==> src/rtl/square_pipelined.sv <==
// Pipelined unsigned integer squarer: one shift-add partial product per stage,
// INPUT_BITS stages plus an output register, one result per enabled clock.
module square_pipelined #(
   parameter  int INPUT_BITS  = 8,
   localparam int OUTPUT_BITS = 2 * INPUT_BITS
) (
   input  logic                   clk,
   input  logic                   reset_n,
   input  logic                   en,
   input  logic                   start,
   input  logic [INPUT_BITS-1:0]  operand,
   output logic                   data_valid,
   output logic [OUTPUT_BITS-1:0] square
);

   logic                   valid_q [INPUT_BITS];
   logic                   valid_d [INPUT_BITS];
   logic [INPUT_BITS-1:0]  op_q    [INPUT_BITS];
   logic [INPUT_BITS-1:0]  op_d    [INPUT_BITS];
   logic [OUTPUT_BITS-1:0] acc_q   [INPUT_BITS];
   logic [OUTPUT_BITS-1:0] acc_d   [INPUT_BITS];

   logic                   data_valid_q;
   logic [OUTPUT_BITS-1:0] square_q;

   // Stage 0 seeds the accumulator with the bit-0 partial product.
   assign valid_d[0] = start;
   assign op_d[0]    = operand;
   assign acc_d[0]   = operand[0] ? OUTPUT_BITS'(operand) : '0;

   // Stage k adds operand * 2^k when bit k is set; the operand travels with it.
   for (genvar k = 1; k < INPUT_BITS; k++) begin : g_stage
      assign valid_d[k] = valid_q[k-1];
      assign op_d[k]    = op_q[k-1];
      assign acc_d[k]   = acc_q[k-1] +
                          (op_q[k-1][k] ? (OUTPUT_BITS'(op_q[k-1]) << k) : '0);
   end

   // NOTE: the datapath arrays are reset too, so an aborted operation can never
   // leak a stale partial sum onto square after reset_n is released.
   always_ff @(posedge clk or negedge reset_n) begin
      if (!reset_n) begin
         valid_q      <= '{default: '0};
         op_q         <= '{default: '0};
         acc_q        <= '{default: '0};
         data_valid_q <= 1'b0;
         square_q     <= '0;
      end else if (en) begin
         valid_q      <= valid_d;
         op_q         <= op_d;
         acc_q        <= acc_d;
         data_valid_q <= valid_q[INPUT_BITS-1];
         square_q     <= acc_q[INPUT_BITS-1];
      end
   end

   assign data_valid = data_valid_q;
   assign square     = square_q;

endmodule

==> config.mk <==
export PLATFORM = sky130hd
export DESIGN_NAME = square_pipelined
export DESIGN_NICKNAME = d
export VERILOG_FILES = /design/src/rtl/square_pipelined.sv
export SDC_FILE = /design/constraint.sdc
export NUM_CORES = 1
export LEC_CHECK = 0
export CAP_MARGIN = 20
export CORE_MARGIN = 5
export CORE_UTILIZATION = 42
export CTS_BUF_LIST = sky130_fd_sc_hd__clkbuf_8
export DETAILED_ROUTE_END_ITERATION = 16
export PLACE_DENSITY_LB_ADDON = 0.25
export SLEW_MARGIN = 20
export SYNTH_ARGS = -nofsm -noshare
export SYNTH_HDL_FRONTEND = slang
export SYNTH_SLANG_ARGS = --single-unit
==> constraint.sdc <==
create_clock -name clk -period 2.75 [get_ports clk]
set_input_delay 0.275 -clock clk [delete_from_list [all_inputs] [get_ports clk]]
set_output_delay 0.275 -clock clk [all_outputs]
set_load 0.05 [all_outputs]
# == Word-level counts from Yosys, hierarchy flattened ==
# Cells that the tools add are included.
# op_classes
add_sub_neg,7
n_mux,8
# ops
operator,count
adder 16 x 10 -> 16 bit,1
adder 16 x 11 -> 16 bit,1
adder 16 x 12 -> 16 bit,1
adder 16 x 13 -> 16 bit,1
adder 16 x 14 -> 16 bit,1
adder 16 x 15 -> 16 bit,1
adder 16 x 9 -> 16 bit,1
2-to-1 mux 15 bit,1
2-to-1 mux 14 bit,1
2-to-1 mux 13 bit,1
2-to-1 mux 12 bit,1
2-to-1 mux 11 bit,1
2-to-1 mux 10 bit,1
2-to-1 mux 9 bit,1
2-to-1 mux 8 bit,1
# word_totals
register_bits,209
output_inout_bits,17

# == Logic depth before layout (Yosys ltp) ==
# depth
ltp_word,2
mapped_depth,8
ltp_nobuf,8

# == Worst setup path after synthesis ==
# OpenSTA, ideal clock, no wires.
# synth_timing
path_type,register to register
startpoint,"register op_q, in the netlist op_d[49]"
endpoint,register acc_q[105] (netlist name)
arrival_ps,2088
t_required_ps,2624
path_slack_ps,536
path_stages_with_launch,8
n_path_buf,0
cell_sequence,dfrtp_1 and2_1 ha_1 fa_1 a21oi_1 o21ai_0 o31a_1 o32a_1
# synth_via
elab_chain_len,2
# synth_rtl
element,line_no,rtl
"start, declared",18,logic [INPUT_BITS-1:0] op_q [INPUT_BITS];
"start signal, assigned",50,op_q <= op_d;
2-to-1 mux 9 bit,36,(op_q[k-1][k] ? (OUTPUT_BITS'(op_q[k-1]) << k) : '0);
adder 16 x 9 -> 16 bit,35,assign acc_d[k] = acc_q[k-1] +
"end signal, assigned",45,acc_q <= '{default: '0};
"end signal, assigned",51,acc_q <= acc_d;
"end, declared",20,logic [OUTPUT_BITS-1:0] acc_q [INPUT_BITS];
# No other way between the ends.
# A chain may end at the register's enable or synchronous reset.

# == Final worst setup path ==
# Ends and elaborated chain as after synthesis.

==> results.sh <==
export IMPL_cp_end_kind="flop"
export IMPL_placed_cells=1050
export IMPL_holdPathEnd="acc_q[45]$_DFFE_PN0P_"
export IMPL_synth_compound_area_share_pct=15.1
export IMPL_synthAdderAreaFrac_pct=9.15
export IMPL_clk_pin_slew_ns=0.10
export IMPL_ys_ff_latch=173
export IMPL_worst_r2r_endpoint="acc_q[105]$_DFFE_PN0P_"
export IMPL_synthCells=767
export IMPL_worstSkewPairLatency_ns=0.46
export IMPL_drive_gt1_share_pct=21.3
export IMPL_io_pins=29
export IMPL_setup_tns_final_ns=0
export IMPL_area_growth_syn_to_layout_pct=11.3
export IMPL_ys_top_cells_by_area="dfrtp_1 48%, mux2_2 15%, ha_1 7.6%"
export IMPL_synth_xor_area_share_pct=1.16
export IMPL_cap_violations=0
export IMPL_drt_met1_wl_um=7360
export IMPL_avgViaCountPerCell=5.49
export IMPL_cts_tree="done"
export IMPL_dp_hpwl_um=11900
export IMPL_synth_flop_cell="dfrtp_1"
export IMPL_place_congestion=0.876
export IMPL_p_leak_nw=4.39
export IMPL_detail_route_wl_per_cell_um=15.8
export IMPL_critical_path_class="flop to flop"
export IMPL_antenna_found_initial=0
export IMPL_ir_drop_v=0.000375
export IMPL_synthMuxAreaShare_pct=15.7
export IMPL_htree_levels=4
export IMPL_via_count=5938
export IMPL_hold_slack_ns=0.172
export IMPL_reg2regPathDepth=7
export IMPL_place_ws_ns=0.261
export IMPL_tightest_slew_ns=0.700
export IMPL_cts_setup_buffers=0
export IMPL_grt_max_degree=127
export IMPL_synth_top_area_share_pct=47.8
export IMPL_synth_top_family_by_area="multiplexers"
export IMPL_dieArea_sq_mm=0.0246
export IMPL_clock_skew_ns=0.0115
export IMPL_power_density_mw_per_mm2=1000
export IMPL_die_h_um=157
export IMPL_coreArea_sq_mm=0.0212
export IMPL_hp_start="en"
export IMPL_max_slew_margin_pct=53.3
export IMPL_final_max_slew_viol_count=0
export IMPL_yosys_area_share_simple_pct=8.03
export IMPL_status="finished, final reports clean"
export IMPL_syn_num_nets=841
export IMPL_avgSynthCellArea_sq_um=11.8
export IMPL_p_total_w=0.0101
export IMPL_drt_pass1_iter_count=4
export IMPL_holdPathStages=3
export IMPL_drtAntennaViolNets=0
export IMPL_hp_class="input pin to flop"
export IMPL_n_antenna_cell=0
export IMPL_setup_viol=0
export IMPL_initial_core_util_pct=42.8
export IMPL_cts_num_sinks=173
export IMPL_fin_crit_sh_pct=90.8
export IMPL_cts_root_buf="clkbuf_8"
export IMPL_post_cts_resized=0
export IMPL_highest_layer="met4"
export IMPL_ctsHoldBuffers=1
export IMPL_grt_util_all_layers_pct=14.5
export IMPL_drc=0
export IMPL_rows=53
export IMPL_fmax_mhz=401
export IMPL_fill_cells=1887
export IMPL_port_buffers=28
export IMPL_wl_met3_um=385
export IMPL_cp_start_kind="flop"
export IMPL_required_ns=3.10
export IMPL_cts_buffer_depth=2
export IMPL_nets=869
export IMPL_cts_made_buffers=17
export IMPL_grt_pass1_vias=6341
export IMPL_drt_iter0_markers=287
export IMPL_overflow=0
export IMPL_grt_first_pass_wirelength_um=29500
export IMPL_reg2reg_from="op_d[49]$_DFFE_PN0P_"
export IMPL_synth_top_area_cell="dfrtp_1"
export IMPL_period_needed_ns=2.50
export IMPL_layoutNonFillerInstCount=1082
export IMPL_cp_arrival_ns=2.85
export IMPL_rsz0062_at_grt="no"
export IMPL_yosys_warnings=0
export IMPL_routed_wl_met2_um=9120
export IMPL_synth_async_reset_ratio_pct=100
export IMPL_fp_dieW_um=157
export IMPL_synthDistinctLibCells=46
export IMPL_ys_seq_area_share_pct=47.8
export IMPL_crit_fanout=12
export IMPL_syn_area_sq_mm=0.00905
export IMPL_r2r_slack_ns=0.25
export IMPL_worst_slack_ns=0.254
export IMPL_synth_edf_count=0
export IMPL_hold_viol=0
export IMPL_drt_wl_total_um=17100
## worst max-delay path by stage
stage          slack (ns)  cells after the start            startpoint                     end
4_1_cts              0.26                      7  op_d[49]$_DFFE_PN0P_  acc_q[105]$_DFFE_PN0P_
3_5_place_dp         0.26                      7  op_d[49]$_DFFE_PN0P_  acc_q[105]$_DFFE_PN0P_
2_1_floorplan        0.54                      7  op_d[49]$_DFFE_PN0P_  acc_q[105]$_DFFE_PN0P_
5_1_grt              0.13                      7  op_d[49]$_DFFE_PN0P_  acc_q[105]$_DFFE_PN0P_
6_report             0.25                      7  op_d[49]$_DFFE_PN0P_  acc_q[105]$_DFFE_PN0P_
3_3_place_gp         0.35                      7  op_d[49]$_DFFE_PN0P_  acc_q[105]$_DFFE_PN0P_
## metal layers
layer / global-route usage (%) / vias to the layer above
met5: 0 / -
met3: 2.82 / 19
met1: 17.0 / 2971
met4: 4.67 / 0
li1: - / 2888
met2: 26.7 / 60
## worst max-delay path, stage by stage (launching register included)
cell and delay (ns):
dfrtp_1 0.52, and2_1 0.20, ha_1 0.22, fa_1 0.41, a21oi_1 0.29, o21ai_0 0.18, o31a_1 0.28, o32a_1 0.29
## sequential cells by signal, indices dropped and copies added, names as in the netlist
signal      count
square         16
op_d           56
data_valid      1
valid_d         7
acc_q          92
valid_q         1
## cells in the mapped netlist (17+ instances only)
library cell / number
a21oi_1: 36
and2_1: 48
buf_2: 20
dfrtp_1: 173
ha_1: 55
inv_1: 35
mux2_2: 122
nand2_1: 34
nor2_1: 17
o21ai_0: 40
o311ai_0: 18
## power breakdown
| group | switching (W) | total [W] | internal (W) |
|---|---|---|---|
| Clock | 0.000941 | 0.00189 | 0.000952 |
| Combinational | 0.00224 | 0.00417 | 0.00193 |
| Sequential | 0.000581 | 0.00404 | 0.00346 |
| Total | 0.00376 | 0.0101 | 0.00634 |
## kinds of logic (layout without fill, tap and decap cells)
kind of cell | count (synthesis) | in the layout
buf+inv | 65 | 105
simple gates | 138 | 138
mux | 127 | 127
fa+ha+maj | 62 | 62
flops | 173 | 173
xor+xnor | 12 | 12
compound gates | 190 | 190
## layout by cell type (no fill, tap or decap), drive strengths merged, types with 7 or more instances in the layout
| master | count |
|---|---|
| mux2 | 122 |
| fa | 7 |
| buf | 11 |
| xnor2 | 7 |
| nand2 | 34 |
| nor2 | 17 |
| o311ai | 19 |
| o211ai | 9 |
| ha | 55 |
| a21oi | 36 |
| clkdlybuf4s50 | 26 |
| o21bai | 12 |
| clkbuf | 19 |
| and2 | 48 |
| a211oi | 15 |
| o2bb2ai | 12 |
| inv | 38 |
| and3 | 13 |
| a2111o | 13 |
| a21o | 7 |
| nand3 | 7 |
| dfrtp | 173 |
| o21ai | 42 |
## stage by stage
step	utilization, %	area (sq um)
2_1_floorplan	-	9050
3_3_place_gp	45.6	9640
3_5_place_dp	45.6	9640
4_1_cts	47.6	10100
5_1_grt	47.6	10100
6_report	47.6	10100
## area by class of cell
type | count | area, sq um | share of cell area [%]
Tap cell | 275 | 344 | 3.41
Inverter | 36 | 135 | 1.34
Timing Repair Buffer | 38 | 398 | 3.95
Clock buffer | 19 | 262 | 2.59
Sequential cell | 173 | 4330 | 43.0
Multi-Input combinational cell | 529 | 4450 | 44.1
Clock inverter | 12 | 161 | 1.60
No activity file was read; power rests on OpenSTA's default activity.
